===== src/rtl/ppu_defs.sv =====
// Shared PPU definitions: background fetch state codes, VRAM base addresses, phase length.
package ppu_defs;

  localparam int          PHASE_LEN = 8;
  localparam logic [13:0] NT_BASE   = 14'h2000;
  localparam logic [13:0] AT_BASE   = 14'h23C0;

  typedef enum logic [2:0] {
    FS_SLEEP  = 3'd0,
    FS_IDLE   = 3'd1,
    FS_NT     = 3'd2,
    FS_AT     = 3'd3,
    FS_BG_LSB = 3'd4,
    FS_BG_MSB = 3'd5,
    FS_VBLANK = 3'd6
  } fetch_state_t;

  function automatic logic is_fetch(input logic [2:0] s);
    return (s >= 3'd2) && (s <= 3'd5);
  endfunction

endpackage


===== src/rtl/ppu_bg_shifter.sv =====
// Background tile/attribute shift registers with fine-X pixel select.
module ppu_bg_shifter
  import ppu_defs::*;
(
  input  logic       clk,
  input  logic       rst,
  input  logic       load,
  input  logic       shift,
  input  logic [7:0] lo,
  input  logic [7:0] hi,
  input  logic [1:0] at,
  input  logic [2:0] fine_x,
  output logic [3:0] pixel
);

  logic [15:0] pt_lo, pt_hi;
  logic [7:0]  at_lo, at_hi;
  logic        feed_lo, feed_hi;

  // ~fine_x == 7-fine_x for a 3-bit value
  logic [2:0] at_idx;
  logic [3:0] pt_idx;
  assign at_idx = ~fine_x;
  assign pt_idx = {1'b1, ~fine_x};

  always_ff @(posedge clk) begin
    if (rst) begin
      pt_lo   <= '0;
      pt_hi   <= '0;
      at_lo   <= '0;
      at_hi   <= '0;
      feed_lo <= 1'b0;
      feed_hi <= 1'b0;
      pixel   <= '0;
    end else begin
      if (shift) begin
        pt_lo <= {pt_lo[14:0], 1'b0};
        pt_hi <= {pt_hi[14:0], 1'b0};
        at_lo <= {at_lo[6:0], feed_lo};
        at_hi <= {at_hi[6:0], feed_hi};
        pixel <= {at_hi[at_idx], at_lo[at_idx], pt_hi[pt_idx], pt_lo[pt_idx]};
      end
      // Placed after the shift so a coincident load owns the low byte.
      if (load) begin
        pt_lo[7:0] <= lo;
        pt_hi[7:0] <= hi;
        feed_lo    <= at[0];
        feed_hi    <= at[1];
      end
    end
  end

endmodule


===== src/rtl/ppu_bg_fetch_unit.sv =====
// Background fetch responder: phase tracking, VRAM address generation, fetch latches.
module ppu_bg_fetch_unit
  import ppu_defs::*;
(
  input  logic        clk,
  input  logic        rst,
  input  logic [2:0]  fetch_state,
  input  logic        step,
  input  logic        pixel_en,
  input  logic [14:0] v_addr,
  input  logic        bg_pattern_sel,
  input  logic [2:0]  fine_x,
  input  logic [7:0]  vram_rdata,
  output logic [13:0] vram_addr,
  output logic        vram_rd,
  output logic [3:0]  bg_pixel,
  output logic        incx_req
);

  fetch_state_t fs;
  assign fs = fetch_state_t'(fetch_state);

  logic [2:0]  prev_state;
  logic        prev_step;
  logic [7:0]  nt_latch, lo_latch;
  logic [1:0]  at_latch, at_field;
  logic [13:0] addr_nxt;
  logic        phase_start, load;

  // A repeated state code still starts a new phase if the previous one just stepped.
  assign phase_start = is_fetch(fetch_state) && ((fetch_state != prev_state) || prev_step);
  assign load        = step && (fs == FS_BG_MSB);

  always_comb begin
    addr_nxt = vram_addr;
    case (fs)
      FS_NT:     addr_nxt = NT_BASE | {2'b00, v_addr[11:0]};
      FS_AT:     addr_nxt = AT_BASE | {2'b00, v_addr[11:10], 10'b0}
                                    | {8'b0, v_addr[9:7], 3'b0}
                                    | {11'b0, v_addr[4:2]};
      FS_BG_LSB: addr_nxt = {1'b0, bg_pattern_sel, nt_latch, 1'b0, v_addr[14:12]};
      FS_BG_MSB: addr_nxt = {1'b0, bg_pattern_sel, nt_latch, 1'b1, v_addr[14:12]};
      default:   ;
    endcase
  end

  // Attribute quadrant within the 32x32 block: {coarse_y[1], coarse_x[1]}.
  always_comb begin
    at_field = 2'b00;
    case ({v_addr[6], v_addr[1]})
      2'b00: at_field = vram_rdata[1:0];
      2'b01: at_field = vram_rdata[3:2];
      2'b10: at_field = vram_rdata[5:4];
      2'b11: at_field = vram_rdata[7:6];
      default: ;
    endcase
  end

  always_ff @(posedge clk) begin
    if (rst) begin
      prev_state <= '0;
      prev_step  <= 1'b0;
      vram_addr  <= '0;
      vram_rd    <= 1'b0;
      incx_req   <= 1'b0;
      nt_latch   <= '0;
      lo_latch   <= '0;
      at_latch   <= '0;
    end else begin
      prev_state <= fetch_state;
      prev_step  <= step;
      vram_rd    <= phase_start;
      incx_req   <= load;
      if (phase_start) vram_addr <= addr_nxt;
      if (step) begin
        case (fs)
          FS_NT:     nt_latch <= vram_rdata;
          FS_AT:     at_latch <= at_field;
          FS_BG_LSB: lo_latch <= vram_rdata;
          default:   ;
        endcase
      end
    end
  end

  ppu_bg_shifter u_shifter (
    .clk    (clk),
    .rst    (rst),
    .load   (load),
    .shift  (pixel_en),
    .lo     (lo_latch),
    .hi     (vram_rdata),
    .at     (at_latch),
    .fine_x (fine_x),
    .pixel  (bg_pixel)
  );

endmodule


===== config.mk =====
export PLATFORM = sky130hd
export DESIGN_NAME = ppu_bg_fetch_unit
export DESIGN_NICKNAME = d
export VERILOG_FILES = /design/src/rtl/ppu_defs.sv /design/src/rtl/ppu_bg_shifter.sv /design/src/rtl/ppu_bg_fetch_unit.sv
export SDC_FILE = /design/constraint.sdc
export NUM_CORES = 1
export LEC_CHECK = 0
export ABC_AREA = 1
export BUFFER_PORTS_ARGS = -buffer_cell sky130_fd_sc_hd__clkbuf_2
export CAP_MARGIN = 0
export CORE_AREA = 2 2 100 141
export DETAILED_ROUTE_END_ITERATION = 16
export DIE_AREA = 0 0 102 143
export GPL_ROUTABILITY_DRIVEN = 1
export PLACE_DENSITY = 0.54
export REMOVE_ABC_BUFFERS = 1
export SLEW_MARGIN = 40
export SYNTH_ARGS = -nofsm -noshare
export SYNTH_HDL_FRONTEND = slang
export SYNTH_SLANG_ARGS = --single-unit

===== constraint.sdc =====
create_clock -name clk -period 1.71 [get_ports clk]
set_clock_uncertainty 0.15 [all_clocks]
set_input_delay 0.0855 -clock clk [delete_from_list [all_inputs] [get_ports clk]]
set_output_delay 0.0855 -clock clk [all_outputs]
set_load 0.02 [all_outputs]

==> summary.md <==
| Metric | Value |
|---|---|
| Crit end category | flip-flop |
| Relative slew slack | 0.6955 |
| Buf/Inv on CP | 4 |
| Number of global-route vias before repair | ~3600 |
| PortBufs | 53 |
| CP startpoint | fetch_state[2] |
| Most frequent cells in the layout | 124 x nand2_1, 96 x nor2_1, 92 x dfxtp_1 |
| Cell Pwr Density | between 900 and 1000 nW/µm² |
| Initial antenna violation count | 0 |
| Cts bufs inserted | 9 |
| H-Tree Depth | 3 |
| Min Hold Slack | between 7 and 8 ps |
| Final Net Count | between 600 and 700 |
| Setup crit start kind | input port |
| Cell row count | 50 |
| Reg2Reg Capture Point | vram_addr[11] |
| Outcome | finished clean |
| Die extent in x | 102 µm |
| Core Region | ~13000 µm² |
| Number of synthesized flops with an enable pin | 0 |
| Clock Tree Root | clkbuf_16 |
| CTS max path bufs | 2 |
| Most common cell after layout, fill and taps aside | nand2_1 |
| Crit path max fanout | 8 |
| Critical path class | in2reg |
| Worst Reg-to-Reg Cells | 9 |
| Post-DP HPWL | between 6000 and 7000 µm |
| Place WS | 170.6 ps |
| Fin. max-slew vios | 0 |
| Drt total wl | between 9000 and 10000 µm |
| Wire length on met2 | around 5100 µm |
| Placed Cells | 802 |
| Cell depth of the worst setup path | 9 |
| Uppermost layer routed | met4 |
| Yosys top cell by area | dfxtp_1 |
| Pleak | 2.272 nW |
| Final hold violations | 0 |
| Post-synth top area share | 0.4562 |
| Worst-path clk slew | roughly 70 ps |
| Synth Warn # | 0 |
| Mapped Area | between 4000 and 5000 µm² |
| P&R area growth vs syn | 26.62% |
| Maximum clock frequency | around 0.62 GHz |
| CP max stage delay | 520 ps |
| Yosys cell types | 24 |
| Synth area leaders | dfxtp_1 46%, nand2_1 12%, nor2_1 9.1%, o21ai_0 8.7%, a21oi_1 5.1% |
| Vias after detailed routing | about 3900 |
| Setup slack, reg-to-reg | 350 ps |
| Final worst path period need | 1615 ps |
| Vias per cell | roughly 4.6 |
| Synthesized instance count | 584 |
| Drt initial violations | 150 |
| I/O pins | 54 |
| WP data required | ~1800 ps |
| Utilization of the core after routing | 0.3855 |
| Layout cells sized above 1 | 0.1493 |
| Placer congestion estimate | approximately 0.78 |
| Avg Cell Area, Syn | approximately 7 µm² |
| Register area share after synthesis | 0.4562 |
| Starting Density | 0.3044 |
| Top delay family on crit path | buffers and inverters |
| Die ar. | between 10000 and 15000 µm² |
| Setup-failing EPs final | 0 |
| DRT Pass-1 Iters | 4 |
| Post-Layout Cell Count | about 850 |
| Min-Delay Path Class | in2reg |
| # DRC | 0 |
| Period utilization | 0.9447 |
| Worst-Margin Slew | between 400 and 500 ps |
| Worst-Skew Late Latency | ~340 ps |
| Total track usage | 0.1385 |
| WL met1 | roughly 4400 µm |
| Largest net degree at the start of global routing | 56 |
| Reg2reg start | prev_state[0] |
| CP Cell Sequence | dlygate4sd3_1 -> clkbuf_2 -> ha_2 -> clkinvlp_4 -> buf_4 -> nand3_1 -> nand3_1 -> nor2_1 -> nor2_1 |
| Critical Path Sink | vram_addr[0] |
| DR WL/cell | approximately 12 µm |
| Critical Path AT | ~1700 ps |
| CP max-delay cell | dlygate4sd3_1 |
| WL met3 | around 260 µm |
| Routed Antenna Nets | 0 |
| Global route overflow | 0 |
| ANT cells | 0 |
| Worst vdd rail ir drop | about 450 µV |
| Clk sinks | between 90 and 100 |
| CTS tree | done |
| MaxCap Viol Count | 0 |
| FF+latch count, synth | slightly above 90 |
| Synth Flop Type | dfxtp_1 |
| Final Worst Setup Slack | 94.51 ps |
| Ys async rst share | 0 |
| Die height | roughly 140 µm |
| First-pass GRT wire length | between 15000 and 20000 µm |
through the flow:
step	setup TNS, ps	area (µm²)	total power (W)
floorplan	0	3906	0.002761
global placement	0	4509	0.003020
detailed placement	0	4509	0.003030
CTS	0	5044	0.005041
global route	-3.512	5112	0.005248
finish	0	5112	0.005004
worst min-delay path by stage:
stage | to | from | slack, ps | cells past startpoint
floorplan | u_shifter.pt_hi[6] | rst | 5 | 1
finish | vram_addr[4] | v_addr[4] | 7 | 5
global placement | u_shifter.pt_hi[0] | vram_rdata[0] | 220 | 3
detailed placement | u_shifter.pt_hi[0] | vram_rdata[0] | 230 | 3
global route | vram_addr[2] | v_addr[4] | 30 | 5
CTS | vram_addr[0] | v_addr[2] | 3 | 5
routing by layer:
layer,up-vias,GRT usage
met4,0,0.05053
li1,2034,-
met2,48,0.2334
met1,1790,0.1736
met5,-,0
met3,14,0.02741
synthesized netlist by cell type, types with 2 or more instances:
master,count
clkinv_1,2
nand2_1,124
buf_1,2
inv_2,3
buf_2,9
nand3_1,41
clkbuf_1,18
nand2_2,2
inv_1,48
ha_1,2
a21boi_0,12
o21ai_0,70
nor2_1,98
a21oi_1,41
a211oi_1,12
dfxtp_1,92
worst register-to-register path: cells and delay by family (launching register included):
family | cells | cell delay [ps]
buffers and inverters | 1 | 50
flip-flops | 1 | 330
AND/OR/NAND/NOR | 8 | 730
logic make-up after synthesis:
kind of cell,synth area share
AO/OA/AOI/OAI,0.1835
adder cells (fa/ha/maj),0.006197
buffers and inverters,0.08181
flip-flops,0.4562
AND/OR/NAND/NOR,0.2724
registers in the layout, summed over array words and instances, names as in the netlist:
name               flops
at_latch               2
nt_latch               8
u_shifter.at_lo        8
u_shifter.at_hi        8
prev_state             3
lo_latch               8
prev_step              1
vram_rd                1
u_shifter.pixel        4
vram_addr             14
u_shifter.pt_hi       16
u_shifter.feed_lo      1
incx_req               1
u_shifter.feed_hi      1
u_shifter.pt_lo       16
where the power goes:
group	switching, W	internal (W)
logic	0.000443	0.000269
registers	0.0000586	0.00227
clock network	0.000820	0.00114
total	0.00132	0.00368
repair_timing:
item	4_1_cts	5_1_grt
endpoints found under the hold margin	38	0
setup buffers	0	2
hold buffers	24	0
gates resized for setup	0	12
setup endpoints to repair	0	15
cell type report:
type                            instances  area [µm²]
Tap cell                              182       227.7
Fill cell                            1472        8150
Inverter                               53       206.4
Timing Repair Buffer                   92       634.4
Multi-Input combinational cell        410        1908
Sequential cell                        92        1842
Clock inverter                          5       61.31
Clock buffer                           11       232.7
Note: power is estimated with default switching activity, not from simulation.
